$ cat config.mk
export PLATFORM = sky130hd
export DESIGN_NAME = uart_rx_fifo_flat
export DESIGN_NICKNAME = d
export VERILOG_FILES = /design/src/rtl/uart_rx_fifo_if.sv /design/src/rtl/uart_rx_fifo.sv /design/src/flat_wrapper.sv
export SDC_FILE = /design/constraint.sdc
export NUM_CORES = 1
export LEC_CHECK = 0
export CORE_MARGIN = 1
export CORE_UTILIZATION = 45
export DETAILED_ROUTE_END_ITERATION = 8
export DONT_BUFFER_PORTS = 1
export MAX_ROUTING_LAYER = met4
export SKIP_LAST_GASP = 1
export SYNTH_ARGS = -nofsm -noshare
export SYNTH_HDL_FRONTEND = slang
export SYNTH_SLANG_ARGS = --single-unit
export TNS_END_PERCENT = 1
$ cat constraint.sdc
create_clock -name sysclk -period 2.6 [get_ports sysclk]
set_input_delay 0.52 -clock sysclk [delete_from_list [all_inputs] [get_ports sysclk]]
set_output_delay 0.52 -clock sysclk [all_outputs]
set_load 0.01 [all_outputs]
$ cat src/rtl/uart_rx_fifo_if.sv
// uart_rx_fifo_if: receiver/CPU-side signal bundle for the UART receive FIFO
interface uart_rx_fifo_if #(parameter int AW = 3);
  logic [7:0]  rx_data;
  logic        rx_status;
  logic        rd_en;
  logic        ovr_clr;
  logic [7:0]  rd_data;
  logic        empty;
  logic        full;
  logic [AW:0] count;
  logic        overrun;
  logic        irq;
  modport master(output rx_data, rx_status, rd_en, ovr_clr,
                 input rd_data, empty, full, count, overrun, irq);
  modport slave(input rx_data, rx_status, rd_en, ovr_clr,
                output rd_data, empty, full, count, overrun, irq);
endinterface

$ cat src/rtl/uart_rx_fifo.sv
// uart_rx_fifo: edge-captured UART receive bytes into a FWFT FIFO with overrun flag
module uart_rx_fifo #(
  parameter int DEPTH = 8,
  parameter int AW    = 3
) (
  input logic           sysclk,
  input logic           reset,
  uart_rx_fifo_if.slave bus
);
  logic [7:0]    mem_q [DEPTH];
  logic [AW-1:0] wp_q, wp_d, rp_q, rp_d;
  logic [AW:0]   cnt_q, cnt_d;
  logic          ovr_q, ovr_d, st_q;
  logic          push, pop, wr, drop, empty, full;
  assign empty = cnt_q == '0;
  assign full  = cnt_q == (AW+1)'(DEPTH);
  assign push  = bus.rx_status & ~st_q;
  assign pop   = bus.rd_en & ~empty;
  assign wr    = push & (~full | pop);
  assign drop  = push & full & ~pop;
  always_comb begin
    wp_d  = wp_q + AW'(wr);
    rp_d  = rp_q + AW'(pop);
    cnt_d = cnt_q + (AW+1)'(wr) - (AW+1)'(pop);
    ovr_d = drop | (ovr_q & ~bus.ovr_clr);
  end
  // st_q resets high so a completion level already present at release is ignored
  always_ff @(posedge sysclk or posedge reset) begin
    if (reset) begin
      wp_q  <= '0;
      rp_q  <= '0;
      cnt_q <= '0;
      ovr_q <= 1'b0;
      st_q  <= 1'b1;
    end else begin
      wp_q  <= wp_d;
      rp_q  <= rp_d;
      cnt_q <= cnt_d;
      ovr_q <= ovr_d;
      st_q  <= bus.rx_status;
    end
  end
  always_ff @(posedge sysclk) begin
    if (wr) mem_q[wp_q] <= bus.rx_data;
  end
  assign bus.rd_data = mem_q[rp_q];
  assign bus.empty   = empty;
  assign bus.full    = full;
  assign bus.count   = cnt_q;
  assign bus.overrun = ovr_q;
  assign bus.irq     = ~empty;
endmodule

$ cat src/flat_wrapper.sv
// flat-port wrapper written by rule: the top's interface ports become plain ports
module uart_rx_fifo_flat 
#(
  parameter int DEPTH = 8,
  parameter int AW    = 3
)
  (sysclk, reset, bus_rx_data, bus_rx_status, bus_rd_en, bus_ovr_clr, bus_rd_data, bus_empty, bus_full, bus_count, bus_overrun, bus_irq);
  uart_rx_fifo_if #(.AW(AW)) bus_i ();
  input logic sysclk;
  input logic reset;
  input wire logic [$bits(bus_i.rx_data)-1:0] bus_rx_data;
  input wire logic [$bits(bus_i.rx_status)-1:0] bus_rx_status;
  input wire logic [$bits(bus_i.rd_en)-1:0] bus_rd_en;
  input wire logic [$bits(bus_i.ovr_clr)-1:0] bus_ovr_clr;
  output wire logic [$bits(bus_i.rd_data)-1:0] bus_rd_data;
  output wire logic [$bits(bus_i.empty)-1:0] bus_empty;
  output wire logic [$bits(bus_i.full)-1:0] bus_full;
  output wire logic [$bits(bus_i.count)-1:0] bus_count;
  output wire logic [$bits(bus_i.overrun)-1:0] bus_overrun;
  output wire logic [$bits(bus_i.irq)-1:0] bus_irq;
  assign bus_i.rx_data = bus_rx_data;
  assign bus_i.rx_status = bus_rx_status;
  assign bus_i.rd_en = bus_rd_en;
  assign bus_i.ovr_clr = bus_ovr_clr;
  assign bus_rd_data = bus_i.rd_data;
  assign bus_empty = bus_i.empty;
  assign bus_full = bus_i.full;
  assign bus_count = bus_i.count;
  assign bus_overrun = bus_i.overrun;
  assign bus_irq = bus_i.irq;
  uart_rx_fifo #(.DEPTH(DEPTH), .AW(AW)) u_core (.sysclk(sysclk), .reset(reset), .bus(bus_i));
endmodule
# == Word level (Yosys, flattened, before mapping) ==
# Memories as Yosys holds them, arrays and structs flattened.
# Index checks and enable logic that the tools add are counted.
# W data, S select, Z words.
# totals
ff_bits,12
ramBits,64
inputBits,13
out_inout_bits,16
word_cells,27
mem_count,1
# memory_table
name,words,width,rd,rd_ports_with_merged_regs,wr,line_no,source
u_core.mem_q,8,8,1,0,1,uart_rx_fifo.sv:10,logic [7:0] mem_q [DEPTH];
# op_classes
n_addsub,4
n_eq_ne,1
n_mux,2
n_bitwise,13
reduce_logical,1
# op_table
cell,n
$add A3 B1 Y3,2
$and A1 B1 Y1,6
$not A1 Y1,5
$add A4 B1 Y4,1
$eq A4 B4 Y1 const B,1
$logic_not A4 Y1,1
$sub A4 B1 Y4,1
$mux W1,2
$or A1 B1 Y1,2

# == Longest topological paths before layout ==
# Gate-level depths: netlist (run 1).
# depth
ltp_word,7
mapped_depth,10
depth_no_buf,10

# == Least setup slack after synthesis (run 1) ==
# Ideal clock, no wire load.
# synth_timing
path_type,flip-flop to flip-flop
from,"reg u_core.cnt_q[2], in the netlist u_core.bus.count[2]"
to,"mem u_core.mem_q[2][0], enable pin"
setup_time_ps,398
arrival_time_ps,2037
path_slack_ps,166
path_stages_with_launch,6
path_buffers,0
path_cell_list,dfrtp_1 > inv_1 > ha_1 > nor3b_1 > a21o_1 > nor4b_1
# synth_rtl
item,line_no,source
from (decl),uart_rx_fifo.sv:12,"logic [AW:0] cnt_q, cnt_d;"
from (signal assigned),uart_rx_fifo.sv:38,cnt_q <= cnt_d;
$eq A4 B4 Y1,uart_rx_fifo.sv:16,assign full = cnt_q == (AW+1)'(DEPTH);
via bus_full,flat_wrapper.sv:17,output wire logic [$bits(bus_i.full)-1:0] bus_full;
$not A1 Y1,uart_rx_fifo.sv:19,assign wr = push & (~full | pop);
$or A1 B1 Y1,uart_rx_fifo.sv:19,
$and A1 B1 Y1,uart_rx_fifo.sv:19,
$mux W1,uart_rx_fifo.sv:44,if (wr) mem_q[wp_q] <= bus.rx_data;
$mux W1 (implied by the code),uart_rx_fifo.sv:44,
to (decl),uart_rx_fifo.sv:10,
# The timed path passes the listed nets, and every way through them passes these cells.

# == Worst setup path in the final report (run 1) ==
# layout_timing
from,"reg u_core.cnt_q[2], in the netlist u_core.bus.count[2]"
to,"reg u_core.cnt_q[2], in the netlist u_core.bus.count[2]"
# layout_via
elab_chain_cells,7
# layout_rtl
item,line_no,source
$logic_not A4 Y1,uart_rx_fifo.sv:15,assign empty = cnt_q == '0;
$not A1 Y1,uart_rx_fifo.sv:18,assign pop = bus.rd_en & ~empty;
$and A1 B1 Y1,uart_rx_fifo.sv:18,
$or A1 B1 Y1,uart_rx_fifo.sv:19,
$and A1 B1 Y1,uart_rx_fifo.sv:19,
$add A4 B1 Y4,uart_rx_fifo.sv:24,cnt_d = cnt_q + (AW+1)'(wr) - (AW+1)'(pop);
$sub A4 B1 Y4 *,uart_rx_fifo.sv:24,
via u_core.cnt_d[2],uart_rx_fifo.sv:12,
# Mark *: on every way through the listed nets, which the timed path passes. The rest lies on a longest branch.

==> metrics.txt, run 1 <==
die height about 85 µm; total track usage 17.1%; GRT overflow 0; Clock Path Buffers 2; Setup violations, final 0; Post-Synth Simple-Gate Area 3.44%; critical path class flip-flop to flip-flop; non-filler instance count after layout around 250; initial core utilization 46.3%; crit path max-delay cell type dfrtp_1; mux contribution to synthesized area 16.2%; CTS tree done; final instance area between 3000 and 4000 µm²; CP max stage delay 420 ps; status completed; Cells after Synth about 150; crit path max fanout 7; H-tree depth 3; Ports 29; largest net degree at the start of global routing 14; share of cells above drive strength 1 ~22%; Root Buffer clkbuf_8; CTS clk-pin slew, worst paths ~70 ps; Synth Area in XOR/XNOR 1.12%; Rows 30; worst clock skew 9.98 ps; cell area after synthesis ~3100 µm²; post-DP HPWL about 3.5 mm; Fill cells 544; Worst VDD drop 0.530 mV; critical path capture point type flip-flop; final hold slack around 80 ps; number of diodes 0; first-pass GRT wire length 8.27 mm; Achievable Freq 428 MHz; WP data required about 2800 ps; register area share after synthesis 71.1%; Slew headroom about 65%; RSZ-0062 raised after global routing no; via count ~1400; clk sinks 76; Hold-fix buffers, CTS 0; Initial DRT Pass Iterations 4; Synth Area in Adders ~4.6%; DRT Wirelength roughly 5.3 mm; vias per cell roughly 5.6; number of synthesized register bits 76; vias in the first global route around 1500; drt drc 0; startpoint types flip-flop; initial antenna violation count 0; die span in x between 80 and 90 µm; final period utilization 89.9%; postcts setup bufs 0; RD Place Congestion 0.726; Final Net Count between 150 and 200; Placed Area about 3300 µm²; WP data arrival approximately 2600 ps; main combinational cell family by area after synthesis multiplexers; PD cells around 1000 nW/µm²; hold crit path type input pin to asynchronous set/reset pin; Worst Tran Pin Value ~520 ps; fin crit period 2340 ps; crit-path cells inv_1 -> ha_1 -> nor3b_1 -> a21o_1 -> inv_1 -> ha_1 -> fa_1 -> xor2_1; Setup TNS Final 0 ps; max-cap check violation count 0; Port-buffer cells 0; Synth-to-Final Area Change 10.6%; Post-DRT Antenna Nets 0; syn avg cell area about 21 µm²; Skew-Pair Late Insertion Delay about 340 ps; Distinct cells, synth 28; 1st-iter DRT viols 85; Core Area 6760 µm²; Final Max Tran Viols 0; total die area 7290 µm²; Post-CTS Resized 0; Synth Net Count roughly 180; post-synthesis compound-gate area fraction less than 1%; Fin. Hold Viols 0; placed insts roughly 240; routed length per instance roughly 21 µm; YS warnings 0; CTS buffer count 9; leakage power between 0.001 and 0.0015 µW
==> layout by cell type, fill, tap and decap left out, types with 2 or more instances in the layout <==
cell type / netlist / layout
buf_4: 0 / 10
nand2b_1: 2 / 2
mux2_2: 8 / 8
and4b_1: 2 / 2
edfxtp_1: 64 / 64
clkinv_2: 0 / 2
clkinv_4: 0 / 2
inv_1: 10 / 10
nor2_1: 2 / 2
ha_1: 10 / 10
dfrtp_1: 11 / 11
nor4b_2: 0 / 2
clkbuf_8: 0 / 9
a21o_1: 2 / 2
xor2_1: 4 / 4
mux4_1: 15 / 15
nand2_1: 3 / 3
==> critical path, delay by kind of cell, from the launching register on <==
| family | cells | cell delay (ps) |
|---|---|---|
| AOI/OAI and AO/OA | 1 | 320 |
| xor gates and xnor gates | 1 | 150 |
| adders and majority gates | 3 | 780 |
| buffers and inverters | 2 | 260 |
| DFF | 1 | 420 |
| and+or+nand+nor | 1 | 290 |
==> flip-flops by register name, indices dropped and copies added, names as in the netlist <==
register	count
u_core.bus.count	4
u_core.bus.overrun	1
u_core.rp_q	3
u_core.st_q	1
u_core.mem_q	64
u_core.wp_q	3
==> logic make-up after synthesis <==
family / count (synthesis)
flops: 76
mux: 24
compound gates: 4
simple gates: 17
xor+xnor: 4
buf+inv: 16
fa+ha+maj: 11
==> path summary, 6_finish.rpt <==
path                                     start                   to  slack, ps  cells past startpoint
max                        u_core.bus.count[2]  u_core.bus.count[2]        260                      8
min                                      reset  u_core.bus.count[3]         80                      1
max reg2reg                u_core.bus.count[2]  u_core.bus.count[2]        260                      8
min reg2reg                 u_core.bus.overrun   u_core.bus.overrun        610                      2
max in group asynchronous                reset          u_core.st_q       2180                      1
min in group sysclk              bus_rx_status          u_core.st_q        170                      0
==> cells in the mapped netlist <==
cell      instances  area, µm²
mux4_1           15        394
buf_12            1       20.0
and2_1            1       6.26
a21oi_1           1       5.00
nor2_1            2       7.51
nor3b_1           1       7.51
and4b_1           2       20.0
edfxtp_1         64       1920
nor4b_1           3       26.3
nand2_1           3       11.3
nor3_1            1       5.00
a21o_1            2       15.0
dfstp_2           1       26.3
ha_1             10        125
clkbuf_1          2       7.51
inv_1            10       37.5
nand3_1           1       5.00
o22ai_1           1       6.26
mux2_2            8       90.1
buf_6             1       11.3
dfrtp_1          11        275
nand2b_1          2       12.5
fa_1              1       20.0
xor2_1            4       35.0
nor4_1            1       6.26
buf_2             1       5.00
buf_1             1       3.75
mux4_2            1       22.5
==> area by class of cell <==
type | count | area [µm²] | share of cell area (%)
flip-flops and latches | 76 | 2220 | 64.2
multi-input cells | 60 | 833 | 24.1
clock buffers | 10 | 128 | 3.69
well taps | 80 | 100 | 2.89
repair buffers | 10 | 75.1 | 2.17
clock inverters | 6 | 65.1 | 1.88
inverters | 10 | 37.5 | 1.08
==> report_power, final <==
part / internal [µW] / switching, µW
combinational: 488 / 433
clock: 443 / 411
sequential: 1490 / 193
total: 2420 / 1040
==> per-layer routing <==
layer	global-route usage (%)	vias up	part of all wire (%)	wire length, µm
li1	-	642	-	-
met5	-	-	0	0
met1	20.6	714	41	2210
met4	8.64	0	1.7	91
met2	27.4	37	53	2830
met3	3.60	8	4.0	215
==> stage by stage <==
stage	util, %	setup WS [ps]	power (µW)
2_1_floorplan	-	166	2440
3_3_place_gp	48.4	431	2610
3_5_place_dp	48.4	306	2660
4_1_cts	51.2	247	3510
5_1_grt	51.2	76.6	3660
6_report	51.2	262	3460
Power figures use the tool's default switching activity.
==> run 2, diff against run 1 <==
--- a/config.mk
+++ b/config.mk
@@ -5,6 +5,7 @@
 export SDC_FILE = /design/constraint.sdc
 export NUM_CORES = 1
 export LEC_CHECK = 0
+export ABC_CLOCK_PERIOD_IN_PS = 2600
 export CORE_MARGIN = 1
 export CORE_UTILIZATION = 45
 export DETAILED_ROUTE_END_ITERATION = 8
==> results of run 2 <==
The final DEF is identical to that of run 1; final timing and power are the same.
